$ cat config.mk
export PLATFORM = sky130hd
export DESIGN_NAME = irq_ctrl_flat
export DESIGN_NICKNAME = d
export VERILOG_FILES = /design/src/rtl/irq_pkg.sv /design/src/rtl/irq_ctrl_if.sv /design/src/rtl/irq_prio_enc.sv /design/src/rtl/irq_ctrl.sv /design/src/flat_wrapper.sv
export SDC_FILE = /design/constraint.sdc
export NUM_CORES = 1
export LEC_CHECK = 0
export BUFFER_PORTS_ARGS = -buffer_cell sky130_fd_sc_hd__buf_4
export CAP_MARGIN = 20
export CORE_MARGIN = 4
export CORE_UTILIZATION = 40
export DETAILED_ROUTE_END_ITERATION = 10
export HOLD_SLACK_MARGIN = 0.05
export PLACE_DENSITY = 0.7
export SLEW_MARGIN = 10
export SYNTH_ARGS = -nofsm -noshare
export SYNTH_HDL_FRONTEND = slang
export SYNTH_SLANG_ARGS = --single-unit
$ cat constraint.sdc
create_clock -name clk -period 5.2 [get_ports clk]
set_input_delay 0 -clock clk [delete_from_list [all_inputs] [get_ports clk]]
set_output_delay 0 -clock clk [all_outputs]
set_load 0.02 [all_outputs]
$ cat src/rtl/irq_pkg.sv
// irq_pkg: shared types, register map and helpers for the interrupt controller
//   irq_state_e : controller FSM states
//   ADDR_*      : register addresses on the reg_addr bus
//   cause_w()   : cause index width for a given source count (minimum 1)
package irq_pkg;

    typedef enum logic [1:0] {
        IDLE,
        REQ,
        ACTIVE
    } irq_state_e;

    localparam logic [1:0] ADDR_ENABLE  = 2'd0;
    localparam logic [1:0] ADDR_PENDING = 2'd1;
    localparam logic [1:0] ADDR_MTVEC   = 2'd2;
    localparam logic [1:0] ADDR_EPC     = 2'd3;

    function automatic int cause_w(input int n);
        return (n > 1) ? $clog2(n) : 1;
    endfunction

endpackage

$ cat src/rtl/irq_ctrl_if.sv
// irq_ctrl_if: register bus and trap handshake between core and interrupt controller
//   reg_wr/reg_addr/reg_wdata : register write port (core -> ctrl)
//   reg_rdata                 : combinational register read (ctrl -> core)
//   irq_req/irq_cause         : trap request and source index (ctrl -> core)
//   irq_ack/pc_in             : trap commit and interrupted PC (core -> ctrl)
//   mret                      : return from trap (core -> ctrl)
//   epc/trap_vec              : saved PC and vectored target (ctrl -> core)
interface irq_ctrl_if #(
    parameter int NUM_SRC = 4,
    parameter int XLEN    = 32
);
    import irq_pkg::*;

    localparam int CAUSE_W = cause_w(NUM_SRC);

    logic               reg_wr;
    logic [1:0]         reg_addr;
    logic [XLEN-1:0]    reg_wdata;
    logic [XLEN-1:0]    reg_rdata;
    logic               irq_req;
    logic [CAUSE_W-1:0] irq_cause;
    logic               irq_ack;
    logic [XLEN-1:0]    pc_in;
    logic               mret;
    logic [XLEN-1:0]    epc;
    logic [XLEN-1:0]    trap_vec;

    modport master (
        output reg_wr, reg_addr, reg_wdata, irq_ack, pc_in, mret,
        input  reg_rdata, irq_req, irq_cause, epc, trap_vec
    );

    modport slave (
        input  reg_wr, reg_addr, reg_wdata, irq_ack, pc_in, mret,
        output reg_rdata, irq_req, irq_cause, epc, trap_vec
    );

endinterface

$ cat src/rtl/irq_prio_enc.sv
// irq_prio_enc: combinational lowest-index-wins priority encoder
//   i_vec   : request vector
//   o_valid : any request present
//   o_idx   : index of the lowest set bit (0 when none)
module irq_prio_enc #(
    parameter int N     = 4,
    parameter int IDX_W = 2
) (
    input  logic [N-1:0]     i_vec,
    output logic             o_valid,
    output logic [IDX_W-1:0] o_idx
);

    assign o_valid = |i_vec;

    // Scan downwards so the lowest set index is the last one assigned.
    always_comb begin
        o_idx = '0;
        for (int i = N - 1; i >= 0; i--)
            if (i_vec[i]) o_idx = IDX_W'(i);
    end

endmodule

$ cat src/rtl/irq_ctrl.sv
// irq_ctrl: interrupt/trap controller with per-source edge/level mode and fixed priority
//   clk, rst  : clock, synchronous active-high reset
//   i_src     : raw interrupt lines, synchronous to clk
//   i_glb_en  : global interrupt enable
//   bus       : register port and trap handshake (irq_ctrl_if.slave)
module irq_ctrl
    import irq_pkg::*;
#(
    parameter int                 NUM_SRC   = 4,
    parameter int                 XLEN      = 32,
    parameter logic [NUM_SRC-1:0] EDGE_MASK = NUM_SRC'(1),
    parameter logic [XLEN-1:0]    MTVEC_RST = XLEN'(32'h0000_0100)
) (
    input  logic               clk,
    input  logic               rst,
    input  logic [NUM_SRC-1:0] i_src,
    input  logic               i_glb_en,
    irq_ctrl_if.slave          bus
);

    localparam int CAUSE_W = cause_w(NUM_SRC);

    irq_state_e         r_state, w_state_nxt;
    logic [NUM_SRC-1:0] r_src_q, r_pend, r_en;
    logic [NUM_SRC-1:0] w_act, w_clr, w_cause_oh, w_pend_nxt;
    logic [XLEN-1:0]    r_mtvec, r_epc;
    logic [CAUSE_W-1:0] r_cause, w_win;
    logic               w_any, w_ack, w_cause_live;

    assign w_act        = r_pend & r_en;
    assign w_ack        = (r_state == REQ) && bus.irq_ack;
    assign w_cause_oh   = NUM_SRC'(1) << r_cause;
    assign w_cause_live = |(w_act & w_cause_oh);

    // W1C and ack clear only matter on edge bits; a fresh rising edge overrides the clear.
    assign w_clr = ((bus.reg_wr && bus.reg_addr == ADDR_PENDING) ? bus.reg_wdata[NUM_SRC-1:0] : '0)
                 | (w_ack ? w_cause_oh : '0);
    assign w_pend_nxt = (EDGE_MASK & ((i_src & ~r_src_q) | (r_pend & ~w_clr)))
                      | (~EDGE_MASK & i_src);

    irq_prio_enc #(
        .N    (NUM_SRC),
        .IDX_W(CAUSE_W)
    ) u_enc (
        .i_vec  (w_act),
        .o_valid(w_any),
        .o_idx  (w_win)
    );

    // Cause is frozen while in REQ; ack takes precedence over withdrawal.
    always_comb begin
        w_state_nxt = r_state;
        case (r_state)
            IDLE:    if (i_glb_en && w_any) w_state_nxt = REQ;
            REQ:     if (bus.irq_ack) w_state_nxt = ACTIVE;
                     else if (!i_glb_en || !w_cause_live) w_state_nxt = IDLE;
            ACTIVE:  if (bus.mret) w_state_nxt = IDLE;
            default: w_state_nxt = IDLE;
        endcase
    end

    always_ff @(posedge clk) begin
        if (rst) begin
            r_state <= IDLE;
            r_src_q <= '0;
            r_pend  <= '0;
            r_en    <= '0;
            r_cause <= '0;
            r_epc   <= '0;
            r_mtvec <= {MTVEC_RST[XLEN-1:2], 2'b00};
        end else begin
            r_state <= w_state_nxt;
            r_src_q <= i_src;
            r_pend  <= w_pend_nxt;
            if (r_state == IDLE && w_state_nxt == REQ) r_cause <= w_win;
            if (w_ack) r_epc <= bus.pc_in;
            if (bus.reg_wr && bus.reg_addr == ADDR_ENABLE) r_en <= bus.reg_wdata[NUM_SRC-1:0];
            if (bus.reg_wr && bus.reg_addr == ADDR_MTVEC) r_mtvec <= {bus.reg_wdata[XLEN-1:2], 2'b00};
        end
    end

    assign bus.irq_req   = r_state == REQ;
    assign bus.irq_cause = r_cause;
    assign bus.epc       = r_epc;
    assign bus.trap_vec  = r_mtvec + (XLEN'(r_cause) << 2);
    assign bus.reg_rdata = bus.reg_addr == ADDR_ENABLE  ? XLEN'(r_en)   :
                           bus.reg_addr == ADDR_PENDING ? XLEN'(r_pend) :
                           bus.reg_addr == ADDR_MTVEC   ? r_mtvec       : r_epc;

endmodule
$ cat src/flat_wrapper.sv
// flat-port wrapper written by rule: the top's interface ports become plain ports
module irq_ctrl_flat import irq_pkg::*;
#(
    parameter int                 NUM_SRC   = 4,
    parameter int                 XLEN      = 32,
    parameter logic [NUM_SRC-1:0] EDGE_MASK = NUM_SRC'(1),
    parameter logic [XLEN-1:0]    MTVEC_RST = XLEN'(32'h0000_0100)
)
  (clk, rst, i_src, i_glb_en, bus_reg_wr, bus_reg_addr, bus_reg_wdata, bus_irq_ack, bus_pc_in, bus_mret, bus_reg_rdata, bus_irq_req, bus_irq_cause, bus_epc, bus_trap_vec);
  irq_ctrl_if #(.NUM_SRC(NUM_SRC), .XLEN(XLEN)) bus_i ();
  input  logic clk;
  input  logic rst;
  input  logic [NUM_SRC-1:0] i_src;
  input  logic i_glb_en;
  input wire logic [$bits(bus_i.reg_wr)-1:0] bus_reg_wr;
  input wire logic [$bits(bus_i.reg_addr)-1:0] bus_reg_addr;
  input wire logic [$bits(bus_i.reg_wdata)-1:0] bus_reg_wdata;
  input wire logic [$bits(bus_i.irq_ack)-1:0] bus_irq_ack;
  input wire logic [$bits(bus_i.pc_in)-1:0] bus_pc_in;
  input wire logic [$bits(bus_i.mret)-1:0] bus_mret;
  output wire logic [$bits(bus_i.reg_rdata)-1:0] bus_reg_rdata;
  output wire logic [$bits(bus_i.irq_req)-1:0] bus_irq_req;
  output wire logic [$bits(bus_i.irq_cause)-1:0] bus_irq_cause;
  output wire logic [$bits(bus_i.epc)-1:0] bus_epc;
  output wire logic [$bits(bus_i.trap_vec)-1:0] bus_trap_vec;
  assign bus_i.reg_wr = bus_reg_wr;
  assign bus_i.reg_addr = bus_reg_addr;
  assign bus_i.reg_wdata = bus_reg_wdata;
  assign bus_i.irq_ack = bus_irq_ack;
  assign bus_i.pc_in = bus_pc_in;
  assign bus_i.mret = bus_mret;
  assign bus_reg_rdata = bus_i.reg_rdata;
  assign bus_irq_req = bus_i.irq_req;
  assign bus_irq_cause = bus_i.irq_cause;
  assign bus_epc = bus_i.epc;
  assign bus_trap_vec = bus_i.trap_vec;
  irq_ctrl #(.NUM_SRC(NUM_SRC), .XLEN(XLEN), .EDGE_MASK(EDGE_MASK), .MTVEC_RST(MTVEC_RST)) u_core (.clk(clk), .rst(rst), .i_src(i_src), .i_glb_en(i_glb_en), .bus(bus_i));
endmodule
* Yosys cells after proc, flatten, opt, wreduce, memory -nomap -nowiden
Cells that the tools add are included.
** Word-level totals
- Output and inout port bits :: 99
- Memory bits (writable) :: 0
- Word-level logic and storage cells :: 50
- Input bits :: 76
- ROM bits :: 0
- Flip-flop bits (word level) :: 75
- Bits in latches :: 0
- Memories kept :: 0
** Operators by class
- Reductions and logical operators :: 13
- Eq/ne operators :: 5
- Shifts and indexed selects :: 1
- Bitwise gates (word level) :: 9
- Add/sub/neg operators :: 1
- Div/mod/pow operators :: 0
- Muxes and demuxes :: 14
- $mul :: 0
- $lt $le $gt $ge :: 0
** Operators with widths (count)
- two-way mux 32 bit :: 3
- adder 32 x 4 -> 32 bit :: 1
- two-way mux 2 bit :: 8
- bitwise AND 4 bit :: 2
- OR reduction 4 bit :: 2
- == test 2 x 1 -> 1 bit, second input constant :: 3
- logical AND 1 bit :: 6
- one-hot mux 2 bit (3 select lines) :: 1
- == test 2 bit, second input constant :: 2
- logical NOT 2 bit :: 2
- bitwise OR 1 x 4 -> 4 bit :: 1
- << shifter 1 x 2 -> 4 bit, first input constant :: 1
- bitwise AND 1 bit :: 2
- logical NOT 1 bit :: 2
- two-way mux 1 bit :: 2
- NOT 1 bit :: 2
- bitwise OR 1 bit :: 2
- logical OR 1 bit :: 1

* Longest topological paths before layout
Gate-level depths: netlist (run 1).
- Word-level depth :: 10
- Gate-level depth with buffers :: 7
- Mapped depth without buffers :: 7

* By module
From an unflattened synthesis (run 1), not the netlist that was laid out.
** Second synthesis, totals
- Cells, all modules :: 505
- Area total of the unflattened synthesis :: 3996.3 µm²
** Modules (own cells, without submodules)
- irq_ctrl :: area each 3961.3 µm², times used 1, sequential area each 1501.4 µm², cells each 498
- irq_prio_enc :: area each 35.0 µm², times used 1, sequential area each 0.0 µm², cells each 7

* Worst setup path after synthesis (run 1)
OpenSTA, ideal clock, no wires.
- Kind :: reg2out
- Start :: register u_core.r_cause[0], in the netlist u_core.bus.irq_cause[0]
- End :: output bus_trap_vec[30]
- Slack :: 2.911 ns
- Stages on the path, launching flop included :: 8
- Buffers on the path :: 0
- Required time :: 5.200 ns
- Arrival time :: 2.289 ns
- Cells stage by stage :: dfxtp_1 > ha_1 > inv_1 > fa_1 > and4b_1 > nand3_2 > nor4_2 > xor2_1
** On the way
- Longest elaborated chain between the ends :: 1
** Ends and longest elaborated chain
- start, declared :: RTL line irq_ctrl.sv:27 : logic [CAUSE_W-1:0] r_cause, w_win;
- start signal, assigned :: RTL line irq_ctrl.sv:75 : if (r_state == IDLE && w_state_nxt == REQ) r_cause <= w_win;
- adder 32 x 4 -> 32 bit :: RTL line irq_ctrl.sv:85 : assign bus.trap_vec = r_mtvec + (XLEN'(r_cause) << 2);
- end, declared :: RTL line flat_wrapper.sv:25 : output wire logic [$bits(bus_i.trap_vec)-1:0] bus_trap_vec;
No other way between the ends.

* Final worst setup path (run 1)
Ends and elaborated chain as after synthesis.

==> results.md, run 1 <==
- Horizontal extent of the die: about 110 um
- Detail-routed net length per standard cell: approximately 16 um
- Type of element capturing the critical path: output port
- Biggest cell delay along the critical path: a little over 0.4 ns
- Root buffer selected by CTS: sky130_fd_sc_hd__clkbuf_8
- Crit path DAT: approximately 2.7 ns
- Pleak: between 2 and 3 nW
- Post-synthesis cell count: 492
- Max-Cap Viols: 0
- Total inserted antenna cells: 0
- Post-route DRC violation count: 0
- Count of non-filler cells in the finished layout: about 850
- Number of unique standard cell types used by synthesis: 39
- Max Root-Sink Buffers: 2
- Sequential cell area fraction in the yosys report: between 30% and 40%
- # rows: 35
- Unrepaired setup endpoints after global routing: false
- DP Wirelength: approximately 8600 um
- Period utilisation layout: 52.4%
- Top cell type by total area after synthesis: sky130_fd_sc_hd__dfxtp_1
- Total power divided by cell area: about 210 mW/mm^2
- # resized after CTS: 0
- Final Max Tran Viols: 0
- Status: finished clean
- FF+latch count, synth: 75
- Final Util: between 60% and 70%
- Cts-stage hold buffer count: 70
- Most common cell after layout, fill and taps aside: sky130_fd_sc_hd__buf_4
- CTS Sinks: between 70 and 80
- First-pass iteration count of the detailed router: 5
- Post-Syn Area per Cell: ~8 sq um
- Most used flip-flop cell after synthesis: sky130_fd_sc_hd__dfxtp_1
- Effective utilization at floorplan: a little over two fifths
- Crit path launch type: flip-flop
- Starting DRT DRC Count: around 160
- Remaining max-slew budget at the tightest pin: a little under half
- Mapped cell area: between 0.003 and 0.004 sq mm
- Clock tree from TritonCTS: yes
- Number of buffers added by the clock tree synthesis step: 9
- Endpoints failing setup: 0
- Layout-stage area growth over the synthesis result: 58.4%
- Yosys top cell area share: 38.3%
- Critical-path cell with the highest stage delay: sky130_fd_sc_hd__dfxtp_1
- Routability congestion estimate: about 0.82
- Commonest non-fill, non-tap cells in the layout: 175 x sky130_fd_sc_hd__buf_4, 140 x sky130_fd_sc_hd__nand2_1, 75 x sky130_fd_sc_hd__dfxtp_1
- Worst-Margin Slew: 0.802 ns
- Latest clock arrival within the worst-skew pair: about 0.34 ns
- Buffers added on ports: between 150 and 200
- Highest achievable clock rate: between 0.3 and 0.4 GHz
- Setup TNS after final layout: 0 ns
- Number of global-route vias before repair: around 4,200
- Number of antenna violations at the first check in global routing: 0
- Via Count: roughly 4,300
- Setup slack of the critical path after layout: ~2.5 ns
- Async S/R FF share, synth: 0%
- Maximum number of pins on one net before global-route repair: 76
- Routed via count divided by cell count: 5.00
- Maximum vdd drop: ~0.14 mV
- Residual overflow from global routing: 0
- Number of levels in the clock H-tree: 3
- Class of the tightest hold or removal check: input port to flip-flop
- Cell-by-cell trace of the critical path: ha_1 > inv_1 > fa_1 > and4b_1 > nand3_2 > nor4_2 > xor2_1 > buf_4
- Total die area: between 0.01 and 0.015 sq mm
- Post-layout min period: ~2.7 ns
- Largest fanout on the critical path: 10
- Number of nets with antenna violations after routing: 0
- Number of synthesized flops with an enable pin: 0
- Placed insts: 765
- Main area contributors after synthesis: sky130_fd_sc_hd__dfxtp_1 38%, sky130_fd_sc_hd__nand2_1 13%, sky130_fd_sc_hd__mux2i_1 8.9%
- Total count of hold-check failures in the final report: 0
- Count of pins on the block boundary: ~180
- Post-placement worst setup slack: 2.84 ns
- Number of buffers added for setup after CTS: 0
- Yosys synthesis warning count: 0
- Kind of critical path: flip-flop to output port
- Worst-path clk slew: ~0.080 ns
- Fin nets: roughly 800
- Total Routed Length: approximately 13,000 um
- Die Y: about 110 um
- First-pass GRT wire length: between 20,000 and 25,000 um
- GRT Overall Usage: between 20 and 25%
- WP data required: ~5.2 ns
- Ratio of cells with drive above 1 in the final layout: roughly 28%
- Core Area: between 0.009 and 0.01 sq mm
- Fin Clk Skew: 0.00930 ns
- Worst Hold Margin: a little under 0.07 ns
==> cells by family (layout without fill, tap and decap cells) <==
logic type / after synthesis / after routing / share of synthesized area [%]
multiplexers: 38 / 38 / 10.7
buffers and inverters: 42 / 271 / 4.47
AO/OA/AOI/OAI: 75 / 75 / 10.2
other: 1 / 2 / 0.0957
flip-flops: 75 / 75 / 38.3
AND/OR/NAND/NOR: 230 / 230 / 28.9
XOR/XNOR: 28 / 28 / 6.26
adder cells (fa/ha/maj): 3 / 3 / 1.15
==> worst max-delay path: cells and delay by family (launching register included) <==
family,cells,cell delay [ns]
adders and majority gates,2,0.60
and+or+nand+nor,3,0.98
buffers and inverters,2,0.22
xor gates and xnor gates,1,0.17
DFF,1,0.41
==> per-stage QoR <==
step	area, sq um	power, mW
after detailed placement	5260	0.772
after global routing	6210	1.38
final	6210	1.33
after global placement	5260	0.771
after floorplan	3920	0.692
after CTS	6190	1.34
==> sequential cells by signal (all words and copies together), names as in the netlist <==
register,flops
u_core.bus.epc,32
u_core.bus.irq_cause,2
u_core.r_en,4
u_core.r_mtvec,30
u_core.r_pend,4
u_core.r_src_q,1
u_core.r_state,2
==> where the power goes <==
part	internal, mW	switching, mW	leakage, nW
Combinational	0.114	0.0886	1.93
Sequential	0.586	0.0168	0.608
Clock	0.316	0.210	0.112
==> cell type report <==
class	instances	area, sq um
Inverter	10	37.5
Clock inverter	5	103
Sequential cell	75	1500
Multi-Input combinational cell	376	2250
Fill cell	803	3170
Clock buffer	10	128
Tap cell	129	161
Timing Repair Buffer	246	2030
==> layer usage <==
layer / vias to the layer above / part of all wire (%) / GRT usage, %
met5: - / 0 / 0
li1: 2086 / - / -
met4: 0 / 2.1 / 7.21
met2: 159 / 52 / 41.7
met3: 23 / 6.4 / 6.14
met1: 1986 / 40 / 25.2
==> cells in the mapped netlist, types with 2 or more instances <==
master                       n
sky130_fd_sc_hd__nand3b_1    2
sky130_fd_sc_hd__ha_1        2
sky130_fd_sc_hd__nor2_1     12
sky130_fd_sc_hd__clkbuf_1   22
sky130_fd_sc_hd__nand3_1     8
sky130_fd_sc_hd__nand4_1     4
sky130_fd_sc_hd__mux2i_1    35
sky130_fd_sc_hd__a21o_1      2
sky130_fd_sc_hd__o21ai_0     3
sky130_fd_sc_hd__nand4_4     2
sky130_fd_sc_hd__dfxtp_1    75
sky130_fd_sc_hd__xnor2_1    13
sky130_fd_sc_hd__nor2b_1    34
sky130_fd_sc_hd__nor4_2      5
sky130_fd_sc_hd__nor3_1     10
sky130_fd_sc_hd__nand2b_1    2
sky130_fd_sc_hd__mux4_2      3
sky130_fd_sc_hd__a22oi_1     2
sky130_fd_sc_hd__nand2_1   140
sky130_fd_sc_hd__xor2_1     15
sky130_fd_sc_hd__buf_2       8
sky130_fd_sc_hd__buf_4       2
sky130_fd_sc_hd__inv_1      10
sky130_fd_sc_hd__a21oi_1    64
sky130_fd_sc_hd__and4_1      3
==> worst paths after layout <==
kind,cells after the start,slack [ns],to,start
max,8,2.48,bus_trap_vec[30],u_core.bus.irq_cause[0]$_SDFFE_PP0P_
max reg2reg,5,3.32,u_core.bus.epc[17]$_SDFFE_PP0P_,u_core.r_state[0]$_SDFF_PP0_
min reg2reg,2,0.47,u_core.r_state[1]$_SDFF_PP0_,u_core.r_state[1]$_SDFF_PP0_
min,4,0.07,u_core.r_state[0]$_SDFF_PP0_,i_glb_en
No activity file was read; power rests on OpenSTA's default activity.
==> run 2, diff against run 1 <==
==> constraint.sdc (replaced) <==
create_clock -name clk -period 2.7 [get_ports clk]
set_input_delay 0 -clock clk [delete_from_list [all_inputs] [get_ports clk]]
set_output_delay 0 -clock clk [all_outputs]
set_load 0.02 [all_outputs]
==> run 2 against run 1 <==
Hold slack improved by 0.0045 ns. Sequential power increased by 92%. Wire length decreased by 3.2%. Clock skew decreased by 0.0023 ns. Core utilization decreased by 0.35 points. Clock power increased by 57%. Cell count unchanged. Via count decreased by 1.9%. Combinational power increased by 92%. Die area unchanged. Worst setup slack got worse by 2.4 ns. Critical path depth unchanged.
==> results.md, run 2 (same netlist as run 1, synthesis figures left out) <==
- Latest clock arrival within the worst-skew pair: 0.34 ns (about the same)
- Placed standard-cell area: 0.00528 sq mm (was 0.00526 sq mm)
- Fin nets: 797 (unchanged)
- GRT Overall Usage: 22.0% (was 22.7%)
- Post-placement worst setup slack: 0.338 ns (was 2.84 ns)
- DP Wirelength: 8600 um (was 8640 um)
- Effective utilization at floorplan: 41.8% (unchanged)
- Total count of hold-check failures in the final report: 0 (unchanged)
- Period utilisation layout: between 90 and 100%
- Worst-Margin Slew: 0.807 ns (was 0.802 ns)
- Number of nets with antenna violations after routing: 0 (unchanged)
- Fin Clk Skew: 0.00704 ns (was 0.00930 ns)
- Crit path DAT: 2.59 ns (was 2.72 ns)
- Total power divided by cell area: 384 mW/mm^2 (was 215 mW/mm^2)
- Residual overflow from global routing: 0 (unchanged)
- Number of global-route vias before repair: 4,216 (was 4,229)
- Remaining max-slew budget at the tightest pin: 46.2% (was 46.5%)
- Number of levels in the clock H-tree: 3 (unchanged)
- Routed via count divided by cell count: 4.90 (was 5.00)
- Post-route DRC violation count: 0 (unchanged)
- WP data required: 2.70 ns (was 5.20 ns)
- Worst Hold Margin: 0.0734 ns (was 0.0689 ns)
- Number of buffers added by the clock tree synthesis step: 9 (unchanged)
- Number of flip-flops under the largest register name: 32 (unchanged)
- Total Routed Length: 12,900 um (was 13,300 um)
- Setup slack of the critical path after layout: 0.112 ns (was 2.48 ns)
- # rows: 35 (unchanged)
- Routability congestion estimate: 0.817 (was 0.820)
- Status: finished clean (unchanged)
- Crit path launch type: flip-flop (unchanged)
- Root buffer selected by CTS: sky130_fd_sc_hd__clkbuf_8 (unchanged)
- Buffers added on ports: 172 (unchanged)
- CTS Sinks: 75 (unchanged)
- Die Y: 107 um (unchanged)
- Commonest non-fill, non-tap cells in the layout: 175 x sky130_fd_sc_hd__buf_4, 140 x sky130_fd_sc_hd__nand2_1, 74 x sky130_fd_sc_hd__dfxtp_1 (was 175 x sky130_fd_sc_hd__buf_4, 140 x sky130_fd_sc_hd__nand2_1, 75 x sky130_fd_sc_hd__dfxtp_1)
- Maximum vdd drop: 0.253 mV (was 0.142 mV)
- Horizontal extent of the die: 107 um (unchanged)
- Detail-routed net length per standard cell: 15.2 um (was 15.7 um)
- Clock tree from TritonCTS: yes (unchanged)
- Max Root-Sink Buffers: 2 (unchanged)
- Core Area: 0.00937 sq mm (unchanged)
- Number of antenna violations at the first check in global routing: 0 (unchanged)
- Count of pins on the block boundary: 175 (unchanged)
- First-pass GRT wire length: 20,400 um (was 20,800 um)
- Final Max Tran Viols: 0 (unchanged)
- Kind of critical path: flip-flop to output port (unchanged)
- Ratio of cells with drive above 1 in the final layout: 28.4% (was 28.1%)
- Worst-path clk slew: 0.07 ns (was 0.08 ns)
- Class of the tightest hold or removal check: input port to flip-flop (unchanged)
- Via Count: 4,172 (was 4,254)
- Starting DRT DRC Count: 167 (was 164)
- Total die area: 0.0114 sq mm (unchanged)
- Max-Cap Viols: 0 (unchanged)
- Total inserted antenna cells: 0 (unchanged)
- Post-layout instance area: 0.00617 sq mm (was 0.00621 sq mm)
- Most common cell after layout, fill and taps aside: sky130_fd_sc_hd__buf_4 (unchanged)
- Type of element capturing the critical path: output port (unchanged)
- Highest achievable clock rate: approximately 0.39 GHz
- Largest fanout on the critical path: 10 (unchanged)
- Unrepaired setup endpoints after global routing: true (was false)
- Pleak: 2.63 nW (was 2.65 nW)
- Post-layout min period: 2.59 ns
- Maximum number of pins on one net before global-route repair: 76 (unchanged)
- First-pass iteration count of the detailed router: 4 (was 5)
- Layout-stage area growth over the synthesis result: 57.5% (was 58.4%)
- Endpoints failing setup: 0 (unchanged)
run 2: changes by cell type in the layout (fill, tap and decap cells not counted), sizes merged:
cell / delta
bufinv: -2
clkinv: +1
clkinvlp: +1
run 2: cell type report:
cell class                 instances  area, sq um
clock buffer                      10          128
sequential                        75         1500
multi-input combinational        376         2250
tap                              129          161
timing repair buffer             246         2030
inverter                          10         37.5
clock inverter                     5         55.1
fill                             788         3200
run 2: timing repair:
item / CTS / global route
endpoints found under the setup margin: 1 / 5
buffers inserted: 0 / 0
endpoints found under the hold margin: 73 / 0
hold buffers: 70 / 0
resized for setup: 1 / 2
run 2: path summary, 6_finish.rpt:
check | end | from | slack [ns] | depth (start not counted)
hold / removal | u_core.r_state[0]$_SDFF_PP0_ | i_glb_en | 0.07 | 4
setup / recovery | bus_trap_vec[30] | u_core.bus.irq_cause[0]$_SDFFE_PP0P_ | 0.11 | 8
setup reg to reg | u_core.bus.epc[20]$_SDFFE_PP0P_ | u_core.r_state[0]$_SDFF_PP0_ | 0.93 | 5
hold reg to reg | u_core.bus.epc[8]$_SDFFE_PP0P_ | u_core.bus.epc[8]$_SDFFE_PP0P_ | 0.47 | 2
run 2: through the flow:
| step | cells | power, mW | setup TNS (ns) | utilization (%) |
|---|---|---|---|---|
| 5_1_grt | 851 | 2.46 | -0.0719 | 65.9 |
| 6_report | 851 | 2.37 | 0 | 65.9 |
| 2_1_floorplan | 493 | 1.33 | 0 | - |
| 3_3_place_gp | 766 | 1.49 | 0 | 56.3 |
| 3_5_place_dp | 766 | 1.49 | 0 | 56.3 |
| 4_1_cts | 851 | 2.39 | 0 | 65.8 |
run 2: where the power goes:
group | total [mW] | switching [mW] | internal [mW]
logic | 0.387 | 0.168 | 0.218
clock network | 0.822 | 0.403 | 0.419
registers | 1.16 | 0.0325 | 1.13
total | 2.37 | 0.604 | 1.77
run 2: routing by layer:
metal | track usage, % | routed length [um]
met5 | 0 | 0
met3 | 3.79 | 659
met4 | 6.67 | 216
met1 | 26.0 | 5370
met2 | 40.3 | 6670
run 2: worst max-delay path: stages (launching register included):
cell,delay [ns]
sky130_fd_sc_hd__dfxtp_1,0.42
sky130_fd_sc_hd__ha_1,0.20
sky130_fd_sc_hd__inv_1,0.06
sky130_fd_sc_hd__fa_1,0.41
sky130_fd_sc_hd__and4b_2,0.35
sky130_fd_sc_hd__nand3_4,0.18
sky130_fd_sc_hd__nor4_2,0.30
sky130_fd_sc_hd__xor2_1,0.17
sky130_fd_sc_hd__buf_4,0.16
